<file path="config.mk">
export PLATFORM = sky130hd
export DESIGN_NAME = mac_out_drain
export DESIGN_NICKNAME = d
export VERILOG_FILES = /design/src/rtl/mac_out_drain.sv
export SDC_FILE = /design/constraint.sdc
export NUM_CORES = 1
export LEC_CHECK = 0
export ABC_AREA = 1
export CAP_MARGIN = 10
export CORE_MARGIN = 10
export CORE_UTILIZATION = 55
export CTS_CLUSTER_DIAMETER = 60
export DETAILED_ROUTE_END_ITERATION = 8
export GPL_TIMING_DRIVEN = 0
export PLACE_DENSITY_LB_ADDON = 0.1
export REMOVE_ABC_BUFFERS = 1
export SLEW_MARGIN = 0
export SYNTH_ARGS = -nofsm -noshare
export SYNTH_HDL_FRONTEND = slang
export SYNTH_SLANG_ARGS = --single-unit
</file>
<file path="constraint.sdc">
create_clock -name clk -period 3.4 [get_ports clk]
set_input_delay 0.51 -clock clk [delete_from_list [all_inputs] [get_ports clk]]
set_output_delay 0.51 -clock clk [all_outputs]
set_load 0.05 [all_outputs]
</file>
<file path="src/rtl/mac_out_drain.sv">
// rtl/mac_out_drain.sv - snapshot four MAC result lanes and drain them LSB-first as narrow beats
// Optional one-deep capture queue is enabled by defining MAC_DRAIN_CAPTURE_QUEUE_EN.

`ifndef MAC_ACC_WIDTH
`define MAC_ACC_WIDTH 32
`endif
`ifndef MAC_CONF_WIDTH
`define MAC_CONF_WIDTH 2
`endif
`ifndef MAC_DUAL
`define MAC_DUAL 2'd1
`endif
`ifndef MAC_QUAD
`define MAC_QUAD 2'd2
`endif

module mac_out_drain #(
    parameter int ACC_W = `MAC_ACC_WIDTH,
    parameter int OUT_W = 8
) (
    input  logic                       clk,
    input  logic                       rst,
    input  logic [`MAC_CONF_WIDTH-1:0] mode,
    input  logic                       capture,
    input  logic [ACC_W-1:0]           in0,
    input  logic [ACC_W-1:0]           in1,
    input  logic [ACC_W-1:0]           in2,
    input  logic [ACC_W-1:0]           in3,
    output logic                       busy,
    output logic [OUT_W-1:0]           dout,
    output logic                       dout_valid,
    input  logic                       dout_ready,
    output logic                       dout_last,
    output logic [1:0]                 dout_idx,
    output logic                       overrun,
    input  logic                       clr_ovr
);

    localparam int BPL = ACC_W / OUT_W;
    localparam int PW  = (BPL > 1) ? $clog2(BPL) : 1;
    localparam int SW  = 4 * ACC_W;
    localparam logic [PW-1:0] POS_LAST = PW'(BPL - 1);

    localparam logic [0:0] S_IDLE = 1'b0;
    localparam logic [0:0] S_SEND = 1'b1;

    logic [0:0]                 state;
    logic [SW-1:0]              shadow;
    logic [`MAC_CONF_WIDTH-1:0] mode_q;
    logic [1:0]                 lane;
    logic [PW-1:0]              pos;

    logic          sending;
    logic          fire;
    logic          lane_end;
    logic          frame_end;
    logic          final_hs;
    logic          mid_capture;
    logic          drop;
    logic [SW-1:0] live;
    logic          res_last;
    logic [1:0]    res_idx;

    // Beat counter is kept as (lane, position-in-lane) so result boundaries need no divider.
    assign sending     = (state == S_SEND);
    assign fire        = sending && dout_ready;
    assign lane_end    = (pos == POS_LAST);
    assign frame_end   = lane_end && (lane == 2'd3);
    assign final_hs    = fire && frame_end;
    assign mid_capture = capture && sending && !final_hs;
    assign live        = {in3, in2, in1, in0};

`ifdef MAC_DRAIN_CAPTURE_QUEUE_EN
    logic [SW-1:0]              q_data;
    logic [`MAC_CONF_WIDTH-1:0] q_mode;
    logic                       q_valid;

    assign drop = mid_capture && q_valid;
`else
    assign drop = mid_capture;
`endif

    always_comb begin
        res_last = lane_end;
        res_idx  = lane;
        if (mode_q == `MAC_QUAD) begin
            res_last = frame_end;
            res_idx  = 2'd0;
        end else if (mode_q == `MAC_DUAL) begin
            res_last = lane_end && lane[0];
            res_idx  = {1'b0, lane[1]};
        end
    end

    assign busy       = sending;
    assign dout_valid = sending;
    assign dout_last  = sending && res_last;
    assign dout_idx   = sending ? res_idx : 2'd0;
    assign dout       = sending ? shadow[int'(lane) * ACC_W + int'(pos) * OUT_W +: OUT_W] : '0;

    always_ff @(posedge clk or negedge rst) begin
        if (!rst) begin
            state  <= S_IDLE;
            shadow <= '0;
            mode_q <= '0;
            lane   <= 2'd0;
            pos    <= '0;
        end else begin
            case (state)
                S_IDLE: begin
                    if (capture) begin
                        shadow <= live;
                        mode_q <= mode;
                        lane   <= 2'd0;
                        pos    <= '0;
                        state  <= S_SEND;
                    end
                end
                S_SEND: begin
                    if (fire) begin
                        if (frame_end) begin
                            lane <= 2'd0;
                            pos  <= '0;
`ifdef MAC_DRAIN_CAPTURE_QUEUE_EN
                            if (q_valid) begin
                                shadow <= q_data;
                                mode_q <= q_mode;
                            end else if (capture) begin
                                shadow <= live;
                                mode_q <= mode;
                            end else begin
                                state <= S_IDLE;
                            end
`else
                            if (capture) begin
                                shadow <= live;
                                mode_q <= mode;
                            end else begin
                                state <= S_IDLE;
                            end
`endif
                        end else if (lane_end) begin
                            pos  <= '0;
                            lane <= lane + 2'd1;
                        end else begin
                            pos <= pos + PW'(1);
                        end
                    end
                end
                default: state <= S_IDLE;
            endcase
        end
    end

`ifdef MAC_DRAIN_CAPTURE_QUEUE_EN
    // On the final handshake a queued frame goes first; a coincident capture then refills the slot.
    always_ff @(posedge clk or negedge rst) begin
        if (!rst) begin
            q_valid <= 1'b0;
            q_data  <= '0;
            q_mode  <= '0;
        end else if (final_hs) begin
            q_valid <= q_valid && capture;
            if (q_valid && capture) begin
                q_data <= live;
                q_mode <= mode;
            end
        end else if (mid_capture && !q_valid) begin
            q_valid <= 1'b1;
            q_data  <= live;
            q_mode  <= mode;
        end
    end
`endif

    always_ff @(posedge clk or negedge rst) begin
        if (!rst) begin
            overrun <= 1'b0;
        end else if (drop) begin
            overrun <= 1'b1;
        end else if (clr_ovr) begin
            overrun <= 1'b0;
        end
    end

endmodule

</file>
# After elaboration in Yosys (flattened, before gate mapping)
# Index checks and enable logic that the tools add are counted.
dict set report totals {
  reg_bits 136
  latchBits 0
  ram_bits 0
  rom_bits 0
  out_inout_bits 14
  wordCells 60
  mem_count 0
}
dict set report classes {
  add_sub_neg 3
  mul 0
  div_mod_pow 0
  magnitude_cmp 0
  n_eq_ne 8
  shifts 1
  muxes 29
  bitwise 1
  n_reduce_logical 12
}
# operator count
set ops {}
lappend ops {{128-bit two-way mux} 3}
lappend ops {{128-bit case mux with 2 select lines} 1}
lappend ops {{128-bit by 9-bit variable part select with 8-bit output} 1}
lappend ops {{2-bit two-way mux} 13}
lappend ops {{2-bit case mux with 2 select lines} 3}
lappend ops {{7-bit by 5-bit adder with 8-bit output} 1}
lappend ops {{8-bit two-way mux} 1}
lappend ops {{1-bit logical AND} 7}
lappend ops {{1-bit two-way mux} 7}
lappend ops {{2-bit == test (second input constant)} 3}
lappend ops {{2-bit by 1-bit adder with 2-bit output (second input constant)} 2}
lappend ops {{2-bit by 1-bit inequality test with 1-bit output (second input constant)} 2}
lappend ops {{2-bit AND reduction} 2}
lappend ops {{3-bit by 1-bit inequality test with 1-bit output (second input constant)} 1}
lappend ops {{3-bit AND reduction} 1}
lappend ops {{2-bit by 1-bit == test with 1-bit output (second input constant)} 1}
lappend ops {{2-bit inequality test (second input constant)} 1}
lappend ops {{1-bit case mux with 2 select lines} 1}
lappend ops {{2-bit nonzero test} 1}
lappend ops {{1-bit logical NOT} 1}
lappend ops {{1-bit inverter} 1}

# Longest topological paths before layout
dict set report depth {
  depth_word 6
  ltp_mapped 8
  mapped_depth_nobuf 6
}

# Worst setup path after synthesis
# OpenSTA, ideal clock, no wires.
dict set report synth_timing {
  path_kind {reg2out}
  startpoint {reg state (netlist: busy)}
  endpoint {out dout_idx[1]}
  t_arrival_ps 2378
  required_ps 2890
  setup_slack_ps 512
  path_stages_with_launch 3
  path_cell_list {dfrtp_1 > inv_2 > nor4_1}
}
dict set report synth_via {
  elab_chain_len 1
}
# element line
set synth_lines {}
lappend synth_lines {{from (decl)} 47} ;# logic [0:0] state;
lappend synth_lines {{from (signal assigned)} 103} ;# state <= S_IDLE;
lappend synth_lines {{from (signal assigned)} 116} ;# state <= S_SEND;
lappend synth_lines {{from (signal assigned)} 139} ;# state <= S_IDLE;
lappend synth_lines {{2-bit two-way mux} 98} ;# assign dout_idx = sending ? res_idx : 2'd0;
lappend synth_lines {{to (decl)} 34} ;# output logic [1:0] dout_idx,
# No other way between the ends.

# Final worst setup path
dict set report layout_timing {
  startpoint {reg lane[0]}
  endpoint {out dout_last}
}
dict set report layout_via {
  elab_chain_len 4
}
# element line
set layout_lines {}
lappend layout_lines {{from (decl)} 50} ;# logic [1:0] lane;
lappend layout_lines {{from (signal assigned)} 144} ;# lane <= lane + 2'd1;
lappend layout_lines {{2-bit == test or 1-bit logical AND (tied branches)} {68, 90}}
lappend layout_lines {{1-bit logical AND or 1-bit two-way mux (tied branches)} {68, 89}}
lappend layout_lines {{1-bit two-way mux (*)} 86} ;# if (mode_q == `MAC_QUAD) begin
lappend layout_lines {{1-bit logical AND (*)} 97} ;# assign dout_last = sending && res_last;
lappend layout_lines {{to (decl)} 33} ;# output logic dout_last,
# Mark *: on every way between the ends. The rest lies on a longest branch, timed or not.

==> flow_metrics.env <==
export IMPL_status="completed"
export IMPL_core_rowCount=40
export IMPL_grt_usage_pct=21.65
export IMPL_grt_first_pass_wirelength_um=28780
export IMPL_layout_common_cells="nor2_1 (162), nand2_1 (140), clkdlybuf4s50_1 (139)"
export IMPL_final_common_cell="nor2_1"
export IMPL_root_buffer="clkbuf_16"
export IMPL_power_density_nw_per_um2=935.1
export IMPL_die_w_um=130.6
export IMPL_setup_violations=0
export IMPL_yosys_warnings=0
export IMPL_ys_seq_area_share_pct=50.59
export IMPL_start_kind="flip-flop"
export IMPL_insertion_delay_ns=0.41
export IMPL_holdBufCountCts=0
export IMPL_drv_slew=0
export IMPL_design_portCount=149
export IMPL_cts_tree="yes"
export IMPL_cts_sinks=136
export IMPL_hpwl_um=11530
export IMPL_antenna_found_initial=0
export IMPL_yosysTopAreaCellShare_pct=50.59
export IMPL_finalPower_mw=8.237
export IMPL_ctsLongestPathBuffers=2
export IMPL_cts_clk_slew_worst_paths_ns=0.05
export IMPL_netlist_area_sq_um=6728
export IMPL_start_util_pct=56.01
export IMPL_synth_distinct_cells=24
export IMPL_diodes=0
export IMPL_die_h_um=130.6
export IMPL_critPathCaptureType="output port"
export IMPL_cts_htree_levels=4
export IMPL_ys_top_cells_by_area="dfrtp_1 (51%), nor2_1 (9.0%), a21oi_1 (8.0%)"
export IMPL_layout_area_seq_sq_um=3416
export IMPL_cts_made_buffers=17
export IMPL_grt_max_degree=92
export IMPL_max_slew_margin_pct=52.63
export IMPL_syn_instance_count=833
export IMPL_clock_fmax_ghz=0.3053
export IMPL_yosys_area_top_type="dfrtp_1"
export IMPL_route_vias_total=5879
export IMPL_dr_pass1_iters=6
export IMPL_gp_congestion=0.8303
export IMPL_fp_dieArea_sq_um=17060
export IMPL_viasPerCell=5.244
export IMPL_hold_viol_final=0
export IMPL_ant_nets=0
export IMPL_drive_above_1_share_pct=8.419
export IMPL_worst_clock_skew_ns=0.005297
export IMPL_drc=0
export IMPL_syn_avg_cell_area_sq_um=8.076
export IMPL_routedWlPerCell_um=16.16
export IMPL_p_leak_nw=4.300
export IMPL_irDropWorstVdd_mv=0.6845
export IMPL_grt_pass1_vias=5820
export IMPL_crit_arrival_ns=2.77
export IMPL_first_iter_violations=557
export IMPL_coreArea_sq_um=12010
export IMPL_cp_max_fo=19
export IMPL_min_period_ns=3.276
export IMPL_worstSetupPathType="reg -> out"
export IMPL_io_buffers=148
export IMPL_period_share_pct=96.35
export IMPL_multi_input_area_sq_um=2584
export IMPL_fillCellCount=931
export IMPL_worst_slew_pin_slew_ns=0.7105
export IMPL_synth_seq_cells=136
export IMPL_rsz0062_at_grt="no"
export IMPL_grt_overflow=0
export IMPL_routed_wl_um=18120
export IMPL_min_path_type="in -> async"
export IMPL_dpl_instance_area_sq_um=8159
export IMPL_cap_violations=0
export IMPL_final_area_sq_um=8808
export IMPL_areaGrowthSynthToFinish_pct=30.93
export IMPL_final_nets=1099
export IMPL_cp_data_required_time_ns=2.89
## per-stage QoR
stage,setup TNS [ns],worst slack (ns),std cells,hold slack [ns],util (%)
floorplan,-278.93,-2.411,781,0.2144,-
global placement,-1009.81,-4.350,1076,0.4765,66.90
detailed placement,-6.010,-0.7769,1080,0.4826,67.93
CTS,0,0.05276,1121,0.1060,73.51
global route,0,0.01897,1121,0.1196,73.33
finish,0,0.1241,1121,0.07683,73.33
## state kept, by name, summed over array words and instances, names as in the netlist
name and count:
busy 1, lane 2, shadow 128, mode_q 2, pos 2, overrun 1
## path summary, 6_finish.rpt
check | start | endpoint | slack, ns | cells after the start
setup / recovery | lane[0] | dout_last | 0.12 | 5
max in group asynchronous | rst | pos[1] | 2.51 | 2
hold / removal | rst | shadow[110] | 0.08 | 1
min in group clk | shadow[71] | shadow[71] | 0.49 | 1
setup reg to reg | pos[1] | shadow[86] | 0.74 | 6
hold reg to reg | shadow[71] | shadow[71] | 0.49 | 1
## Yosys cell counts, drive strengths merged
master / n
buf: 39
o21a: 1
nand3: 84
nand2: 140
a21oi: 107
o21ai: 5
ha: 3
a22oi: 1
clkinv: 2
dfrtp: 136
inv: 102
clkbuf: 13
nor3: 1
mux2: 33
a211oi: 2
nor4: 1
nor2: 162
or2: 1
## per-layer routing
layer,routed length (um),global-route usage [%],vias to the layer above,share of wire (%)
met5,0,0,-,0
met4,314,7.979,0,1.7
met3,1361,6.003,25,7.5
met2,8788,35.30,204,49
met1,7652,26.94,2774,42
li1,-,-,2876,-
## critical path, stage by stage (launching register included)
cell	delay, ns
dfrtp_4	0.64
clkinvlp_4	0.39
nand2_1	0.16
a21oi_1	0.07
a211oi_1	0.22
clkdlybuf4s50_1	0.85
## where the power goes
part	internal, mW	total, mW	switching [mW]
Sequential	2.37	2.80	0.423
Combinational	1.35	3.69	2.34
Clock	1.11	1.75	0.638
## logic make-up (layout without fill, tap and decap cells)
family | count (synthesis) | after routing | synth area share, %
simple gates | 389 | 389 | 23.43
flops | 136 | 136 | 50.59
mux | 33 | 33 | 5.524
buf+inv | 156 | 297 | 11.12
compound gates | 116 | 116 | 8.778
fa+ha+maj | 3 | 3 | 0.5580
## what timing repair did
item	CTS	global route
gates cloned	2	0
buffers inserted	7	0
endpoints found under the setup margin	11	7
gates resized for setup	19	13
## cell type report
class / instances / area share, %
clock buffer: 32 / 6.491
timing repair inverter: 2 / 0.1705
tap: 147 / 2.088
timing repair buffer: 159 / 18.55
inverter: 104 / 4.588
sequential: 136 / 38.78
multi-input combinational: 541 / 29.33
(Power assumes the default switching activity.)
